### config.mk
export PLATFORM = sky130hd
export DESIGN_NAME = seq_divider_16bit_flat
export DESIGN_NICKNAME = d
export VERILOG_FILES = /design/src/rtl/arith_pkg.sv /design/src/rtl/seq_divider_16bit_if.sv /design/src/rtl/div_restore_step.sv /design/src/rtl/seq_divider_16bit.sv /design/src/flat_wrapper.sv
export SDC_FILE = /design/constraint.sdc
export NUM_CORES = 1
export LEC_CHECK = 0
export CAP_MARGIN = 20
export CORE_MARGIN = 3
export CORE_UTILIZATION = 60
export DETAILED_ROUTE_END_ITERATION = 6
export DONT_BUFFER_PORTS = 1
export PLACE_DENSITY = 0.76
export SYNTH_ARGS = -nofsm -noshare
export SYNTH_HDL_FRONTEND = slang
export SYNTH_SLANG_ARGS = --single-unit
### constraint.sdc
create_clock -name clk -period 6.4 [get_ports clk]
set_clock_uncertainty 0.05 [all_clocks]
set_input_delay 0.64 -clock clk [delete_from_list [all_inputs] [get_ports clk]]
set_output_delay 0.64 -clock clk [all_outputs]
set_load 0.1 [all_outputs]
### src/rtl/arith_pkg.sv
// Shared arithmetic-library types and helpers: divider FSM states, default width
// and a magnitude helper usable for any operand width up to ABS_MAX_W bits.
package arith_pkg;

    localparam int DIV_WIDTH_DEFAULT = 16;
    localparam int ABS_MAX_W         = 64;
    localparam int ABS_IDX_W         = 6;

    typedef enum logic [1:0] {
        IDLE  = 2'd0,
        CALC  = 2'd1,
        FIXUP = 2'd2,
        DONE  = 2'd3
    } div_state_t;

    // Caller zero-extends a width-bit operand and truncates the result back.
    function automatic logic [ABS_MAX_W-1:0] abs_val(
        input logic [ABS_MAX_W-1:0] value,
        input logic                 is_signed,
        input int unsigned          width
    );
        logic [ABS_MAX_W-1:0] mask;
        logic [ABS_IDX_W-1:0] msb_idx;
        logic                 neg;
        mask    = {ABS_MAX_W{1'b1}} >> (ABS_MAX_W - width);
        msb_idx = ABS_IDX_W'(width - 32'd1);
        neg     = is_signed & value[msb_idx];
        if (neg) begin
            abs_val = (~value + 64'd1) & mask;
        end else begin
            abs_val = value & mask;
        end
    endfunction

endpackage

### src/rtl/seq_divider_16bit_if.sv
// Operand/result handshake bundle for seq_divider_16bit; the divider is the
// slave, the operand producer / result consumer is the master.
interface seq_divider_16bit_if
    import arith_pkg::*;
#(
    parameter int WIDTH = DIV_WIDTH_DEFAULT
);

    logic             in_valid;
    logic             in_ready;
    logic [WIDTH-1:0] dividend;
    logic [WIDTH-1:0] divisor;
    logic             is_signed;
    logic             out_valid;
    logic             out_ready;
    logic [WIDTH-1:0] quotient;
    logic [WIDTH-1:0] remainder;
    logic             div_by_zero;
    logic             signed_overflow;
    logic             busy;

    modport master (
        output in_valid, dividend, divisor, is_signed, out_ready,
        input  in_ready, out_valid, quotient, remainder,
               div_by_zero, signed_overflow, busy
    );

    modport slave (
        input  in_valid, dividend, divisor, is_signed, out_ready,
        output in_ready, out_valid, quotient, remainder,
               div_by_zero, signed_overflow, busy
    );

endinterface

### src/rtl/div_restore_step.sv
// One restoring-division iteration: shift in the next dividend bit, trial-subtract
// the divisor magnitude, keep the difference or restore.
module div_restore_step #(
    parameter int WIDTH = 16
) (
    input  logic [WIDTH:0]   rem_i,
    input  logic             dvd_bit_i,
    input  logic [WIDTH-1:0] dvs_mag_i,
    output logic [WIDTH:0]   rem_o,
    output logic             q_bit_o
);

    logic [WIDTH+1:0] shifted_s;
    logic [WIDTH+1:0] diff_s;

    // The extra top bit of diff_s is the borrow, i.e. the sign of the trial result.
    always_comb begin
        shifted_s = {rem_i, dvd_bit_i};
        diff_s    = shifted_s - {2'b00, dvs_mag_i};
        if (diff_s[WIDTH+1] == 1'b0) begin
            rem_o   = diff_s[WIDTH:0];
            q_bit_o = 1'b1;
        end else begin
            rem_o   = shifted_s[WIDTH:0];
            q_bit_o = 1'b0;
        end
    end

endmodule

### src/rtl/seq_divider_16bit.sv
// Multi-cycle restoring divider, one quotient bit per clock, signed/unsigned per op.
// Optional build macro DIV_EARLY_TERM_EN: skip iteration when |dividend| < |divisor|.
module seq_divider_16bit
    import arith_pkg::*;
#(
    parameter int WIDTH = DIV_WIDTH_DEFAULT
) (
    input  logic                clk,
    input  logic                rst,
    seq_divider_16bit_if.slave  bus
);

    localparam int               CNT_W    = (WIDTH > 2) ? $clog2(WIDTH) : 1;
    localparam logic [CNT_W-1:0] CNT_LAST = CNT_W'(WIDTH - 1);
    localparam logic [CNT_W-1:0] CNT_ONE  = CNT_W'(1);
    localparam logic [WIDTH-1:0] W_ZERO   = {WIDTH{1'b0}};
    localparam logic [WIDTH-1:0] W_ONES   = {WIDTH{1'b1}};
    localparam logic [WIDTH-1:0] W_ONE    = {{(WIDTH-1){1'b0}}, 1'b1};
    localparam logic [WIDTH-1:0] MOST_NEG = {1'b1, {(WIDTH-1){1'b0}}};

    div_state_t       state_q, state_d;
    logic [CNT_W-1:0] cnt_q, cnt_d;
    logic [WIDTH:0]   rem_q, rem_d;
    logic [WIDTH-1:0] quo_q, quo_d;
    logic [WIDTH-1:0] dvs_mag_q, dvs_mag_d;
    logic             q_neg_q, q_neg_d;
    logic             r_neg_q, r_neg_d;
    logic             ovf_pend_q, ovf_pend_d;
    logic [WIDTH-1:0] q_res_q, q_res_d;
    logic [WIDTH-1:0] r_res_q, r_res_d;
    logic             dbz_q, dbz_d;
    logic             ovf_q, ovf_d;
    logic             in_ready_q, in_ready_d;
    logic             out_valid_q, out_valid_d;
    logic             busy_q, busy_d;

    logic [WIDTH-1:0] dvd_mag_s;
    logic [WIDTH-1:0] dvs_mag_s;
    logic [WIDTH:0]   rem_step_s;
    logic             q_bit_s;

    assign dvd_mag_s = WIDTH'(abs_val(ABS_MAX_W'(bus.dividend), bus.is_signed, WIDTH));
    assign dvs_mag_s = WIDTH'(abs_val(ABS_MAX_W'(bus.divisor),  bus.is_signed, WIDTH));

    div_restore_step #(
        .WIDTH (WIDTH)
    ) u_step (
        .rem_i     (rem_q),
        .dvd_bit_i (quo_q[WIDTH-1]),
        .dvs_mag_i (dvs_mag_q),
        .rem_o     (rem_step_s),
        .q_bit_o   (q_bit_s)
    );

    // Next-state and datapath update; quo_q starts as the dividend magnitude and
    // is shifted out into the step while quotient bits shift in from the right.
    always_comb begin
        state_d    = state_q;
        cnt_d      = cnt_q;
        rem_d      = rem_q;
        quo_d      = quo_q;
        dvs_mag_d  = dvs_mag_q;
        q_neg_d    = q_neg_q;
        r_neg_d    = r_neg_q;
        ovf_pend_d = ovf_pend_q;
        q_res_d    = q_res_q;
        r_res_d    = r_res_q;
        dbz_d      = dbz_q;
        ovf_d      = ovf_q;

        case (state_q)
            IDLE: begin
                if (bus.in_valid) begin
                    rem_d      = {(WIDTH+1){1'b0}};
                    quo_d      = dvd_mag_s;
                    dvs_mag_d  = dvs_mag_s;
                    cnt_d      = {CNT_W{1'b0}};
                    q_neg_d    = bus.is_signed & (bus.dividend[WIDTH-1] ^ bus.divisor[WIDTH-1]);
                    r_neg_d    = bus.is_signed & bus.dividend[WIDTH-1];
                    ovf_pend_d = bus.is_signed & (bus.dividend == MOST_NEG) & (bus.divisor == W_ONES);
                    dbz_d      = 1'b0;
                    ovf_d      = 1'b0;
                    if (bus.divisor == W_ZERO) begin
                        state_d = DONE;
                        q_res_d = W_ONES;
                        r_res_d = bus.dividend;
                        dbz_d   = 1'b1;
                    end
`ifdef DIV_EARLY_TERM_EN
                    else if (dvd_mag_s < dvs_mag_s) begin
                        state_d = DONE;
                        q_res_d = W_ZERO;
                        r_res_d = bus.dividend;
                    end
`endif
                    else begin
                        state_d = CALC;
                    end
                end else begin
                    state_d = IDLE;
                end
            end
            CALC: begin
                rem_d = rem_step_s;
                quo_d = {quo_q[WIDTH-2:0], q_bit_s};
                cnt_d = cnt_q + CNT_ONE;
                if (cnt_q == CNT_LAST) begin
                    state_d = FIXUP;
                end else begin
                    state_d = CALC;
                end
            end
            FIXUP: begin
                q_res_d = q_neg_q ? (~quo_q + W_ONE) : quo_q;
                r_res_d = r_neg_q ? (~rem_q[WIDTH-1:0] + W_ONE) : rem_q[WIDTH-1:0];
                ovf_d   = ovf_pend_q;
                state_d = DONE;
            end
            DONE: begin
                if (bus.out_ready) begin
                    state_d = IDLE;
                end else begin
                    state_d = DONE;
                end
            end
            default: begin
                state_d = IDLE;
            end
        endcase

        in_ready_d  = (state_d == IDLE);
        out_valid_d = (state_d == DONE);
        busy_d      = (state_d == CALC) || (state_d == FIXUP);
    end

    // State register.
    always_ff @(posedge clk or posedge rst) begin
        if (rst) begin
            state_q <= IDLE;
        end else begin
            state_q <= state_d;
        end
    end

    // Iteration datapath, result registers and status flags.
    always_ff @(posedge clk or posedge rst) begin
        if (rst) begin
            cnt_q      <= {CNT_W{1'b0}};
            rem_q      <= {(WIDTH+1){1'b0}};
            quo_q      <= W_ZERO;
            dvs_mag_q  <= W_ZERO;
            q_neg_q    <= 1'b0;
            r_neg_q    <= 1'b0;
            ovf_pend_q <= 1'b0;
            q_res_q    <= W_ZERO;
            r_res_q    <= W_ZERO;
            dbz_q      <= 1'b0;
            ovf_q      <= 1'b0;
        end else begin
            cnt_q      <= cnt_d;
            rem_q      <= rem_d;
            quo_q      <= quo_d;
            dvs_mag_q  <= dvs_mag_d;
            q_neg_q    <= q_neg_d;
            r_neg_q    <= r_neg_d;
            ovf_pend_q <= ovf_pend_d;
            q_res_q    <= q_res_d;
            r_res_q    <= r_res_d;
            dbz_q      <= dbz_d;
            ovf_q      <= ovf_d;
        end
    end

    // Handshake/status outputs registered from the next state.
    always_ff @(posedge clk or posedge rst) begin
        if (rst) begin
            in_ready_q  <= 1'b1;
            out_valid_q <= 1'b0;
            busy_q      <= 1'b0;
        end else begin
            in_ready_q  <= in_ready_d;
            out_valid_q <= out_valid_d;
            busy_q      <= busy_d;
        end
    end

    assign bus.in_ready        = in_ready_q;
    assign bus.out_valid       = out_valid_q;
    assign bus.busy            = busy_q;
    assign bus.quotient        = q_res_q;
    assign bus.remainder       = r_res_q;
    assign bus.div_by_zero     = dbz_q;
    assign bus.signed_overflow = ovf_q;

endmodule

### src/flat_wrapper.sv
// flat-port wrapper written by rule: the top's interface ports become plain ports
module seq_divider_16bit_flat import arith_pkg::*;
#(
    parameter int WIDTH = DIV_WIDTH_DEFAULT
)
  (clk, rst, bus_in_valid, bus_dividend, bus_divisor, bus_is_signed, bus_out_ready, bus_in_ready, bus_out_valid, bus_quotient, bus_remainder, bus_div_by_zero, bus_signed_overflow, bus_busy);
  seq_divider_16bit_if #(.WIDTH(WIDTH)) bus_i ();
  input  logic clk;
  input  logic rst;
  input wire logic [$bits(bus_i.in_valid)-1:0] bus_in_valid;
  input wire logic [$bits(bus_i.dividend)-1:0] bus_dividend;
  input wire logic [$bits(bus_i.divisor)-1:0] bus_divisor;
  input wire logic [$bits(bus_i.is_signed)-1:0] bus_is_signed;
  input wire logic [$bits(bus_i.out_ready)-1:0] bus_out_ready;
  output wire logic [$bits(bus_i.in_ready)-1:0] bus_in_ready;
  output wire logic [$bits(bus_i.out_valid)-1:0] bus_out_valid;
  output wire logic [$bits(bus_i.quotient)-1:0] bus_quotient;
  output wire logic [$bits(bus_i.remainder)-1:0] bus_remainder;
  output wire logic [$bits(bus_i.div_by_zero)-1:0] bus_div_by_zero;
  output wire logic [$bits(bus_i.signed_overflow)-1:0] bus_signed_overflow;
  output wire logic [$bits(bus_i.busy)-1:0] bus_busy;
  assign bus_i.in_valid = bus_in_valid;
  assign bus_i.dividend = bus_dividend;
  assign bus_i.divisor = bus_divisor;
  assign bus_i.is_signed = bus_is_signed;
  assign bus_i.out_ready = bus_out_ready;
  assign bus_in_ready = bus_i.in_ready;
  assign bus_out_valid = bus_i.out_valid;
  assign bus_quotient = bus_i.quotient;
  assign bus_remainder = bus_i.remainder;
  assign bus_div_by_zero = bus_i.div_by_zero;
  assign bus_signed_overflow = bus_i.signed_overflow;
  assign bus_busy = bus_i.busy;
  seq_divider_16bit #(.WIDTH(WIDTH)) u_core (.clk(clk), .rst(rst), .bus(bus_i));
endmodule
==> parameters.txt <==
Parameter                              Value

Worst setup path
  Worst Path Max Fanout ... 3
  Kind of launch point of the worst setup path ... flop
  Max stage delay on crit path ... 0.42 ns
  Crit path required time ... 6.58 ns
  Length in cells of the worst reg-to-reg path ... 11
  CP Capture Type ... flop
  Setup CP Type ... flop to flop
  Critical Path, Cell by Cell ... inv_1 > ha_1 > inv_1 > fa_1 > a211oi_1 > o21ai_0 > a21oi_1 > o21ai_0 > or3_1 > nand4_1 > o211ai_1
  Cell with the largest stage delay on the worst path ... sky130_fd_sc_hd__fa_1
  Crit path arrival time ... 3.03 ns
  Beginning of the worst register-to-register path ... u_core.quo_q[15]
  Cell family contributing the most delay on the critical path ... compound AO/OA/AOI/OAI gates
  Endpoint of the worst-slack reg-to-reg timing path ... u_core.rem_q[14]
  Flop2flop setup slack ... 3.55 ns
  Critical path buffers and inverters ... 2

Synth
  Proportion of synthesized chip area in sequential cells ... 38.7%
  Number of flops mapped to enable cells by yosys ... 0
  Synthesis-stage register bit count ... 95
  Synthesized area divided by synthesized cell count ... 8.75 sq um
  Synth cell count leaders ... 94 x sky130_fd_sc_hd__dfrtp_1, 86 x sky130_fd_sc_hd__nand2_1, 75 x sky130_fd_sc_hd__o21ai_0, 43 x sky130_fd_sc_hd__a21oi_1
  Leading post-synthesis cells by cell area ... sky130_fd_sc_hd__dfrtp_1 38%, sky130_fd_sc_hd__o21ai_0 6.1%, sky130_fd_sc_hd__nand2_1 5.2%, sky130_fd_sc_hd__mux2i_1 5.2%, sky130_fd_sc_hd__xnor2_1 5.1%
  Async set-or-reset flop fraction in the synthesized netlist ... 100%
  Most used flip-flop cell after synthesis ... sky130_fd_sc_hd__dfrtp_1
  Area share of the largest cell type after synthesis ... 38.2%
  Most frequent cell after synthesis ... sky130_fd_sc_hd__dfrtp_1
  Distinct cells, synth ... 64
  Post-Synthesis Net Count ... 765
  Mapped cell area ... 6150 sq um
  Total number of yosys warnings ... 0
  Cell taking the most area after synthesis ... sky130_fd_sc_hd__dfrtp_1
  Post-synthesis cell count ... 703

Drt
  Remaining number of nets flagged by the antenna check after routing ... 0
  Count of unresolved DRC violations after routing ... 0
  Number of DRC violations after detailed-routing iteration 0 ... 392
  DR WL/cell ... 18.7 um
  First-pass DRT Iterations ... 5
  Detailed-route via count ... 5229
  Detailed Route WL ... 15300 um
  Drt via density ... 6.36

Placement
  Setup slack at placement ... 3.60 ns
  Count of buffers inserted at the top-level ports ... 0
  Placer's final routability congestion estimate ... 0.878
  Dpl hpwl ... 11100 um

STA
  Final WS setup ... 3.55 ns
  # setup viols final ... 0
  Fmax ... 351 MHz
  Hold Vio Cnt, Final ... 0
  Accumulated negative setup slack ... 0 ns
  Max-slew headroom ... 37.0%
  Max-slew violation total from the final report ... 0
  Transition time at the pin with the least slew margin ... 0.946 ns
  Minimum clock period after layout ... 2.85 ns
  Period Utilization, post-route ... 44.5%
  RSZ-0062 raised after global routing ... no

Clock tree
  Setup repair bufs after CTS ... 0
  Clock sinks ... 95
  Cts repair resizes ... 0
  Longest Clk Path Bufs ... 2
  CTS tree ... built
  Number of H-tree branching levels ... 3
  Clock tree root driver cell ... sky130_fd_sc_hd__clkbuf_8
  Inserted Clock Buffers ... 9
  Clock latency on the worst-skew pair ... 0.36 ns
  Clock slew at the register clock pins of the worst setup and hold paths ... 0.10 ns
  Count of hold buffers inserted by post-cts repair ... 0

GRT
  Total routing usage reported by global routing ... 27.7%
  Number of global-route vias before repair ... 5138
  Total gr overflow ... 0
  First-pass GRT wire length ... 25300 um
  Maximum number of pins on one net before global-route repair ... 66
  Number of antenna violations at the first check in global routing ... 0

Finish
  Total Nets Final ... 747
  Sequential cell area in the final layout ... 2380 sq um
  Layout cell share with drive strength beyond 1 ... 5.37%
  Fill cell count ... 788
  Area of the multi-input gates ... 3460 sq um
  Area grow syn2layout ... 5.19%
  Core occupancy in the finished layout ... 65.6%
  Number of inserted diodes ... 0

Floorplan
  Effective utilization at floorplan ... 62.4%
  Die height ... 107 um
  Die X ... 107 um
  Ports placed on the boundary ... 74
  Die ar. ... 11500 sq um
  Std-Cell Rows ... 36
  Core region area ... 9860 sq um

Status
  Run status ... complete, no violations

Worst hold path
  Class of the tightest hold or removal check ... primary input to async pin

Run
  Max-Cap Viols ... 0
-- worst register-to-register path, cell delays in order (launching register included) --
cell and delay, ns:
sky130_fd_sc_hd__dfrtp_1 0.39, sky130_fd_sc_hd__inv_1 0.11, sky130_fd_sc_hd__ha_1 0.18, sky130_fd_sc_hd__inv_1 0.06, sky130_fd_sc_hd__fa_1 0.42, sky130_fd_sc_hd__a211oi_1 0.28
sky130_fd_sc_hd__o21ai_0 0.20, sky130_fd_sc_hd__a21oi_1 0.23, sky130_fd_sc_hd__o21ai_0 0.23, sky130_fd_sc_hd__or3_1 0.40, sky130_fd_sc_hd__nand4_1 0.09, sky130_fd_sc_hd__o211ai_1 0.08
-- per-layer routing --
metal | up-vias | routed length [um] | global-route usage, %
li1 | 2448 | - | -
met2 | 207 | 7410 | 45.3
met4 | 0 | 326 | 10.4
met1 | 2537 | 6480 | 36.9
met3 | 37 | 1120 | 4.62
met5 | - | 0 | 0
-- state kept, by name, summed over array words and instances (netlist names), 2 cells and up --
register,count
u_core.dvs_mag_q,16
u_core.bus.remainder,16
u_core.state_q,2
u_core.quo_q,16
u_core.bus.quotient,16
u_core.rem_q,17
u_core.cnt_q,4
-- area by class of cell --
class	count	share of cell area [%]
multi-input cells	533	53.5
flip-flops and latches	95	36.8
well taps	133	2.57
inverters	40	2.36
clock buffers	10	2.13
clock inverters	5	1.99
repair buffers	6	0.696
-- per-stage QoR --
stage	area (sq um)	instances	hold WS (ns)
2_1_floorplan	6150	703	0.400
3_3_place_gp	6200	807	0.412
3_5_place_dp	6200	807	0.420
4_1_cts	6470	822	0.160
5_1_grt	6470	822	0.180
6_report	6470	822	0.144
-- cell families after synthesis --
| kind of cell | count (synthesis) | synth area share [%] |
|---|---|---|
| buf+inv | 75 | 5.25 |
| compound gates | 202 | 20.8 |
| xor+xnor | 66 | 9.40 |
| fa+ha+maj | 25 | 5.21 |
| simple gates | 208 | 15.5 |
| mux | 32 | 5.21 |
| flops | 95 | 38.7 |
-- worst max path at each step --
stage	startpoint	endpoint	slack [ns]	cells past startpoint
CTS	u_core.quo_q[15]	u_core.rem_q[14]	3.59	11
global route	u_core.quo_q[15]	u_core.rem_q[14]	3.34	11
finish	u_core.quo_q[15]	u_core.rem_q[14]	3.55	11
floorplan	rst	u_core.bus.busy	3.23	1
global placement	u_core.quo_q[15]	u_core.rem_q[14]	3.66	11
detailed placement	u_core.quo_q[15]	u_core.rem_q[14]	3.60	11
-- cells in the final DEF (no fill, tap or decap), drive strengths merged, types with 12 or more instances in the layout --
cell type,n
dfrtp,94
o21ai,79
nand3,14
inv,39
a21oi,45
mux2i,32
xnor2,36
ha,24
nand2,86
nor3,27
xor2,30
o31ai,12
nor2,39
Power is not shown: default switching activity piles up to over one toggle a cycle in this logic, so the estimate is an artifact.
